### config.mk
export PLATFORM = sky130hd
export DESIGN_NAME = button_conditioner
export DESIGN_NICKNAME = d
export VERILOG_FILES = /design/src/rtl/button_pkg.sv /design/src/rtl/button_channel.sv /design/src/rtl/button_conditioner.sv
export SDC_FILE = /design/constraint.sdc
export NUM_CORES = 1
export LEC_CHECK = 0
export BUFFER_PORTS_ARGS = -buffer_cell sky130_fd_sc_hd__clkbuf_2
export CAP_MARGIN = 20
export CORE_AREA = 2 2 89 91
export CTS_CLUSTER_DIAMETER = 100
export CTS_CLUSTER_SIZE = 30
export DETAILED_ROUTE_END_ITERATION = 12
export DIE_AREA = 0 0 91 93
export SYNTH_ARGS = -nofsm -noshare
export SYNTH_HDL_FRONTEND = slang
export SYNTH_SLANG_ARGS = --single-unit
### constraint.sdc
create_clock -name clock_in -period 2.1 [get_ports clock_in]
set_input_delay 0 -clock clock_in [delete_from_list [all_inputs] [get_ports clock_in]]
set_output_delay 0 -clock clock_in [all_outputs]
set_load 0.03 [all_outputs]
### src/rtl/button_pkg.sv
// Shared types and defaults for the push-button conditioner.
//   btn_state_t         : per-channel debounce FSM state
//   DEBOUNCE_CYCLES_DEF : default stable time (1 ms at 50 MHz)
//   HOLD_CYCLES_DEF     : default long-press time (1 s at 50 MHz)
package button_pkg;

    typedef enum logic [1:0] {
        IDLE         = 2'd0,
        PRESS_WAIT   = 2'd1,
        PRESSED      = 2'd2,
        RELEASE_WAIT = 2'd3
    } btn_state_t;

    localparam int DEBOUNCE_CYCLES_DEF = 50000;
    localparam int HOLD_CYCLES_DEF     = 50000000;

endpackage

### src/rtl/button_channel.sv
// One button channel: two-flop synchronizer, stable-time debounce FSM,
// and registered single-cycle press / release / long-press pulses.
// Optional feature macro: BUTTON_HOLD_EN (long-press counter and hold pulse).
//   clock_in : system clock
//   reset    : synchronous, active-low
//   btn_n    : raw asynchronous button, 0 = pressed
//   level    : debounced state, 1 = pressed
//   press    : one-cycle pulse on accepted press
//   released : one-cycle pulse on accepted release ("release" is a reserved word)
//   hold     : one-cycle pulse after HOLD_CYCLES continuous PRESSED
//   state    : current FSM state (debug)
module button_channel
    import button_pkg::*;
#(
    parameter int DEBOUNCE_CYCLES = DEBOUNCE_CYCLES_DEF,
    parameter int HOLD_CYCLES     = HOLD_CYCLES_DEF
) (
    input  logic       clock_in,
    input  logic       reset,
    input  logic       btn_n,
    output logic       level,
    output logic       press,
    output logic       released,
    output logic       hold,
    output btn_state_t state
);

    localparam int CW = $clog2(DEBOUNCE_CYCLES);
    localparam logic [CW-1:0] CNT_LAST = CW'(DEBOUNCE_CYCLES - 1);

    if (DEBOUNCE_CYCLES < 2 || HOLD_CYCLES < 1) begin : g_bad_param
        $error("button_channel: DEBOUNCE_CYCLES must be >= 2 and HOLD_CYCLES >= 1");
    end

    logic          s1;
    logic          s2;
    logic          pr;
    logic [CW-1:0] cnt;

    // Synchronized pressed sample (buttons are active-low).
    assign pr = ~s2;

    // Handshake-free block: pulses are asserted for exactly the one cycle
    // following the accepting edge; level follows the debounced state.
    always_ff @(posedge clock_in) begin
        if (!reset) begin
            s1       <= 1'b1;
            s2       <= 1'b1;
            state    <= IDLE;
            cnt      <= '0;
            level    <= 1'b0;
            press    <= 1'b0;
            released <= 1'b0;
        end else begin
            s1       <= btn_n;
            s2       <= s1;
            press    <= 1'b0;
            released <= 1'b0;
            case (state)
                IDLE: begin
                    if (pr) begin
                        state <= PRESS_WAIT;
                        cnt   <= '0;
                    end
                end
                PRESS_WAIT: begin
                    if (!pr) begin
                        state <= IDLE;
                        cnt   <= '0;
                    end else if (cnt == CNT_LAST) begin
                        state <= PRESSED;
                        cnt   <= '0;
                        level <= 1'b1;
                        press <= 1'b1;
                    end else begin
                        cnt <= cnt + 1'b1;
                    end
                end
                PRESSED: begin
                    if (!pr) begin
                        state <= RELEASE_WAIT;
                        cnt   <= '0;
                    end
                end
                RELEASE_WAIT: begin
                    if (pr) begin
                        // Bounce during release: back to PRESSED, hold keeps counting.
                        state <= PRESSED;
                        cnt   <= '0;
                    end else if (cnt == CNT_LAST) begin
                        state    <= IDLE;
                        cnt      <= '0;
                        level    <= 1'b0;
                        released <= 1'b1;
                    end else begin
                        cnt <= cnt + 1'b1;
                    end
                end
                default: begin
                    state <= IDLE;
                    cnt   <= '0;
                end
            endcase
        end
    end

`ifdef BUTTON_HOLD_EN
    localparam int HW = $clog2(HOLD_CYCLES + 1);
    localparam logic [HW-1:0] HCNT_MAX  = HW'(HOLD_CYCLES);
    localparam logic [HW-1:0] HCNT_LAST = HW'(HOLD_CYCLES - 1);

    logic [HW-1:0] hcnt;
    logic          held;
    logic          to_idle;

    assign held    = (state == PRESSED) || (state == RELEASE_WAIT);
    assign to_idle = (state == RELEASE_WAIT) && !pr && (cnt == CNT_LAST);

    // hcnt saturates at HOLD_CYCLES, so the HOLD_CYCLES-1 -> HOLD_CYCLES step
    // (and hence the pulse) happens at most once per press.
    always_ff @(posedge clock_in) begin
        if (!reset) begin
            hcnt <= '0;
            hold <= 1'b0;
        end else begin
            hold <= held && (hcnt == HCNT_LAST);
            if (to_idle) begin
                hcnt <= '0;
            end else if (held && (hcnt != HCNT_MAX)) begin
                hcnt <= hcnt + 1'b1;
            end
        end
    end
`else
    assign hold = 1'b0;
`endif

endmodule

### src/rtl/button_conditioner.sv
// Conditions N_BTN raw active-low push-buttons into debounced levels and
// single-cycle press / release / long-press pulses in the clock_in domain.
// Optional feature macro: BUTTON_HOLD_EN (enables the hold outputs; otherwise 0).
//   clock_in : system clock
//   reset    : synchronous, active-low
//   btn_n    : raw asynchronous buttons, 0 = pressed
//   level    : debounced state per button, 1 = pressed
//   press    : one-cycle pulse per accepted press
//   released : one-cycle pulse per accepted release
//   hold     : one-cycle pulse after HOLD_CYCLES continuous pressed
//   state    : per-channel FSM state, channel i at [2*i+1:2*i] (debug)
module button_conditioner
    import button_pkg::*;
#(
    parameter int N_BTN           = 2,
    parameter int DEBOUNCE_CYCLES = DEBOUNCE_CYCLES_DEF,
    parameter int HOLD_CYCLES     = HOLD_CYCLES_DEF
) (
    input  logic                 clock_in,
    input  logic                 reset,
    input  logic [N_BTN-1:0]     btn_n,
    output logic [N_BTN-1:0]     level,
    output logic [N_BTN-1:0]     press,
    output logic [N_BTN-1:0]     released,
    output logic [N_BTN-1:0]     hold,
    output logic [2*N_BTN-1:0]   state
);

    for (genvar i = 0; i < N_BTN; i++) begin : g_ch
        button_channel #(
            .DEBOUNCE_CYCLES(DEBOUNCE_CYCLES),
            .HOLD_CYCLES    (HOLD_CYCLES)
        ) u_ch (
            .clock_in(clock_in),
            .reset   (reset),
            .btn_n   (btn_n[i]),
            .level   (level[i]),
            .press   (press[i]),
            .released(released[i]),
            .hold    (hold[i]),
            .state   (state[2*i +: 2])
        );
    end

endmodule

# [Word level (Yosys, flattened, before mapping)]
# Cells that the tools add are included.
[word_totals] ff_bits=46 inputBits=4 output_inout_bits=12 wordCells=95
[op_classes] addsub=2 eq_ne=24 mux=38 bitwise_logic=3 reduce_logical=14
[ops] op="16-bit 2-to-1 mux" count=10
[ops] op="16-bit case mux with 4 select lines" count=2
[ops] op="16-bit by 1-bit adder with 16-bit output (second input constant)" count=2
[ops] op="16-bit equality test (second input constant)" count=2
[ops] op="2-bit 2-to-1 mux" count=12
[ops] op="2-bit by 1-bit inequality test with 1-bit output (second input constant)" count=8
[ops] op="2-bit case mux with 4 select lines" count=2
[ops] op="1-bit 2-to-1 mux" count=10
[ops] op="5-bit AND reduction" count=2
[ops] op="2-bit equality test (second input constant)" count=4
[ops] op="2-bit inequality test (second input constant)" count=4
[ops] op="4-bit AND reduction" count=2
[ops] op="3-bit by 1-bit inequality test with 1-bit output (second input constant)" count=2
[ops] op="3-bit inequality test (second input constant)" count=2
[ops] op="3-bit AND reduction" count=2
[ops] op="3-bit OR reduction" count=2
[ops] op="2-bit by 1-bit equality test with 1-bit output (second input constant)" count=2
[ops] op="2-bit logical NOT" count=2
[ops] op="1-bit case mux with 2 select lines" count=2
[ops] op="2-bit AND reduction" count=2
[ops] op="2-bit nonzero test" count=2
[ops] op="1-bit NOT" count=3

# [Longest topological paths before layout]
[logic_depth] word_depth=4 depth_mapped=7 mapped_depth_nobuf=6

# [Modules after synthesis]
# A second synthesis with hierarchy kept.
[unflattened] cells_unflattened=280 area_unflattened_um2=2409.8
[modules_own_cells] module="button_channel" n_inst=2 cells_per_inst=140 area_per_inst_um2=1204.9 seq_area_each_um2=460.4

# [Worst setup path before layout]
# Ideal clock, no wire load.
[synth_timing] path_type="reg-to-reg" startpoint="reg g_ch[1].u_ch.cnt[10]" endpoint="reg g_ch[1].u_ch.level" setup_time_ns=0.115 t_arrival_ns=1.858 required_ns=1.985 path_slack_ns=0.128 path_stages_with_launch=6 n_path_buf=0 period_less_slack_ns=1.972 cell_sequence="dfxtp_1 > or4_4 > nor4_4 > and2_4 > mux2_1 > o21a_1"
[synth_between] elab_chain_len=3 elab_cells_between_ends=4 classes_between="eq/ne (3); reduce/logical (1)"
[synth_lines] item="from (decl)" line="button_channel.sv:38" source="logic [CW-1:0] cnt;"
[synth_lines] item="from (signal assigned)" line="button_channel.sv:76" source="cnt <= cnt + 1'b1;"
[synth_lines] item="from (signal assigned)" line="button_channel.sv:96" source="cnt <= cnt + 1'b1;"
[synth_lines] item="16-bit equality test *" line="button_channel.sv:70, button_channel.sv:90"
[synth_lines] item="2-bit by 1-bit inequality test with 1-bit output (no line)"
[synth_lines] item="5-bit AND reduction (no line) *"
[synth_lines] item="to (signal assigned)" line="button_channel.sv:51" source="level <= 1'b0;"
[synth_lines] item="to (signal assigned)" line="button_channel.sv:73" source="level <= 1'b1;"
[synth_lines] item="to (signal assigned)" line="button_channel.sv:93" source="level <= 1'b0;"
[synth_lines] item="to (decl)" line="button_channel.sv:21" source="output logic level,"
# Mark *: on every way between the ends. The rest lies on a longest branch, timed or not.
# A chain may end at the register's enable or synchronous reset.

# [Worst setup path in the final report]
[layout_timing] startpoint="reg g_ch[1].u_ch.cnt[11]" endpoint="reg g_ch[1].u_ch.level"
# The elaborated chain is that of the path after synthesis.

==> impl_results.md <==
* Clock Tree Buf Depth at 2
* Multi-input logic area at 0.00122 mm2
* Placed cell areas at 0.00245 mm2
* Vias in the first global route at 1,667
* CORE AREA at 0.00753 mm2
* Nets at 293
* All-layer global routing usage at 0.115
* Final Hold Viols at 0
* Drt pass-1 iters at 4
* H-tree lvl count at 2
* I/O pin cnt at 16
* TritonCTS buffer count at 5
* Drt wl/cell at 11.8 um
* RSZ-0062 raised after global routing: yes
* Fin crit period at 2.07 ns
* Ys async rst share at 0
* Setup crit start kind: register
* Status: finished, final reports clean
* Most common cell after layout, fill and taps aside: dfxtp_1
* Vias at 1,952
* Arr. time, crit path at 2.27 ns
* Final worst-path cycle share at 0.986
* Synth cell types at 52
* CTS sink count at 46
* Yosys warns at 0
* Max rail drop VDD at 0.352 mV
* Total wire length at 4590 um
* Share of cells above drive strength 1 at 0.167
* Final instance area at 0.00260 mm2
* Largest net degree at the start of global routing at 17
* Clk_lat worst skew at 0.30 ns
* Register bit total from synthesis at 46
* Clk_skew at 0.00745 ns
* Routed vias/inst at 5.01
* Synthesized area per cell at 8.48 um2
* # rows at 32
* CTS tree: yes
* Layout area overhead at 14.8%
* Post-Synthesis Cells at 267
* P per Cell Area at 576 mW/mm2
* Final Max Slew Viols at 0
* Sequential area share after synthesis at 0.407
* Tightest Hold Check Type: primary input to register
* ANT cells at 0
* Number of antenna violations at the first check in global routing at 0
* Setup Viol. Count Final at 0
* Crit path required time at 2.30 ns
* Global-route wire length before repair at 7960 um
* Initial core utilization at 0.301
* EDFF count, synth at 0
* Mapped cell area at 0.00226 mm2
* Detailed placer's ending HPWL at 3340 um
* Antenna Nets Post-Route at 0
* Die Wd at 91 um
* Die height at 93 um
* DR DRC count at 0
* Grt ovf at 0
* Setup_tns at 0 ns
* Clock transition at the registers of the reported paths at 0.09 ns
* Fillers at 801
* Ys flop type: dfxtp_1
* FF+latch area at 922 um2
* Die area at 0.00846 mm2
* Max-cap check violation count at 0
* Placer congestion estimate at 0.831
* Crit-path max FO at 6
* Commonest non-fill, non-tap cells in the layout: dfxtp_1, nand2_1, nor2_1
* Fmax at 0.483 GHz
* IO Port Bufs at 13
* DR iter-0 viols at 83
* Critical path class: register to register
* LEAKAGE at 0.960 nW
* CP Capture Type: register
* Root Driver: clkbuf_8
==> area by class of cell <==
class,instances,area share
multi-input cells,197,0.469
clock inverters,3,0.00915
flip-flops and latches,46,0.355
clock buffers,5,0.0265
repair buffers,30,0.0809
well taps,102,0.0491
inverters,7,0.0101
==> critical path, cell delays in order (launching register included) <==
cell and delay (ns):
dfxtp_2 0.35, or4_4 0.53, nor4_4 0.38, and2_4 0.23, mux2_1 0.31, o21a_1 0.16
==> logic make-up (layout without fill, tap and decap cells) <==
logic type,count (synthesis),count (layout),share of synthesized area
and+or+nand+nor,118,118,0.296
AOI/OAI and AO/OA,64,64,0.177
DFF,46,46,0.407
buffers and inverters,25,45,0.0592
xor gates and xnor gates,8,8,0.0343
muxes,3,3,0.0144
adders and majority gates,2,2,0.0111
other,1,2,0.00166
==> through the flow <==
step	power (mW)	utilization	instances	setup WS, ns	hold WS, ns
detailed placement	0.956	0.326	377	0.0789	0.190
global placement	0.955	0.326	377	0.0897	0.182
floorplan	0.943	-	268	0.128	0.101
global route	1.56	0.345	390	-0.0311	0.0602
CTS	1.52	0.341	387	0.0621	0.0416
finish	1.50	0.345	390	0.0295	0.0400
==> registers in the layout, summed over array words and instances, names as in the netlist, named ones only <==
name / cells
g_ch.u_ch.s2: 2
g_ch.u_ch.cnt: 32
g_ch.u_ch.press: 2
g_ch.u_ch.level: 2
g_ch.u_ch.released: 2
g_ch.u_ch.s1: 2
g_ch.u_ch.state: 2
==> where the power goes <==
group          switching (mW)  total (mW)  internal [mW]
Clock                   0.322       0.560          0.238
Combinational          0.0378      0.0571         0.0194
Sequential            0.00437       0.881          0.876
==> path summary, 6_finish.rpt <==
check | from | to | slack (ns) | cells after the start
min | reset | g_ch[1].u_ch.s1 | 0.04 | 2
max reg2reg | g_ch[1].u_ch.cnt[11] | g_ch[1].u_ch.level | 0.03 | 5
max | g_ch[1].u_ch.cnt[11] | g_ch[1].u_ch.level | 0.03 | 5
min reg2reg | g_ch[0].u_ch.s1 | g_ch[0].u_ch.s2 | 0.41 | 1
==> routing by layer <==
metal  part of all wire  wire, um  GRT usage
met5                  0         0          0
met4              0.014        65     0.0417
met3              0.027       123     0.0193
met2               0.46      2090      0.183
met1               0.50      2310      0.156
==> cells in the mapped netlist (2+ instances only) <==
cell type	n	area share
dfxtp_1	46	0.41
nand2_1	26	0.043
nor2_1	20	0.033
o21ai_0	17	0.038
nand3_1	16	0.035
a21oi_1	14	0.031
a31oi_1	12	0.033
and4_1	8	0.031
buf_4	8	0.027
clkbuf_1	7	0.012
inv_1	7	0.012
and3_1	5	0.014
nand2b_1	5	0.014
nor3_1	5	0.011
xnor2_1	5	0.019
a22o_1	4	0.015
nand4_1	4	0.011
nor2b_1	4	0.011
or3_1	4	0.011
a21boi_0	3	0.0099
a21o_1	3	0.0099
and2_1	3	0.0083
nor4_1	3	0.0083
o21a_1	3	0.0099
a41oi_1	2	0.0077
buf_2	2	0.0044
ha_1	2	0.011
nand4b_1	2	0.0077
nor4b_1	2	0.0077
nor4bb_1	2	0.0088
xor2_1	2	0.0077
==> timing repair <==
| item | in CTS | in global routing |
|---|---|---|
| hold endpoints to repair | 2 | 0 |
| hold buffers | 2 | 0 |
| resized for setup | 0 | 4 |
| endpoints found under the setup margin | 0 | 9 |
| buffers inserted | 0 | 3 |
Power figures use the tool's default switching activity.
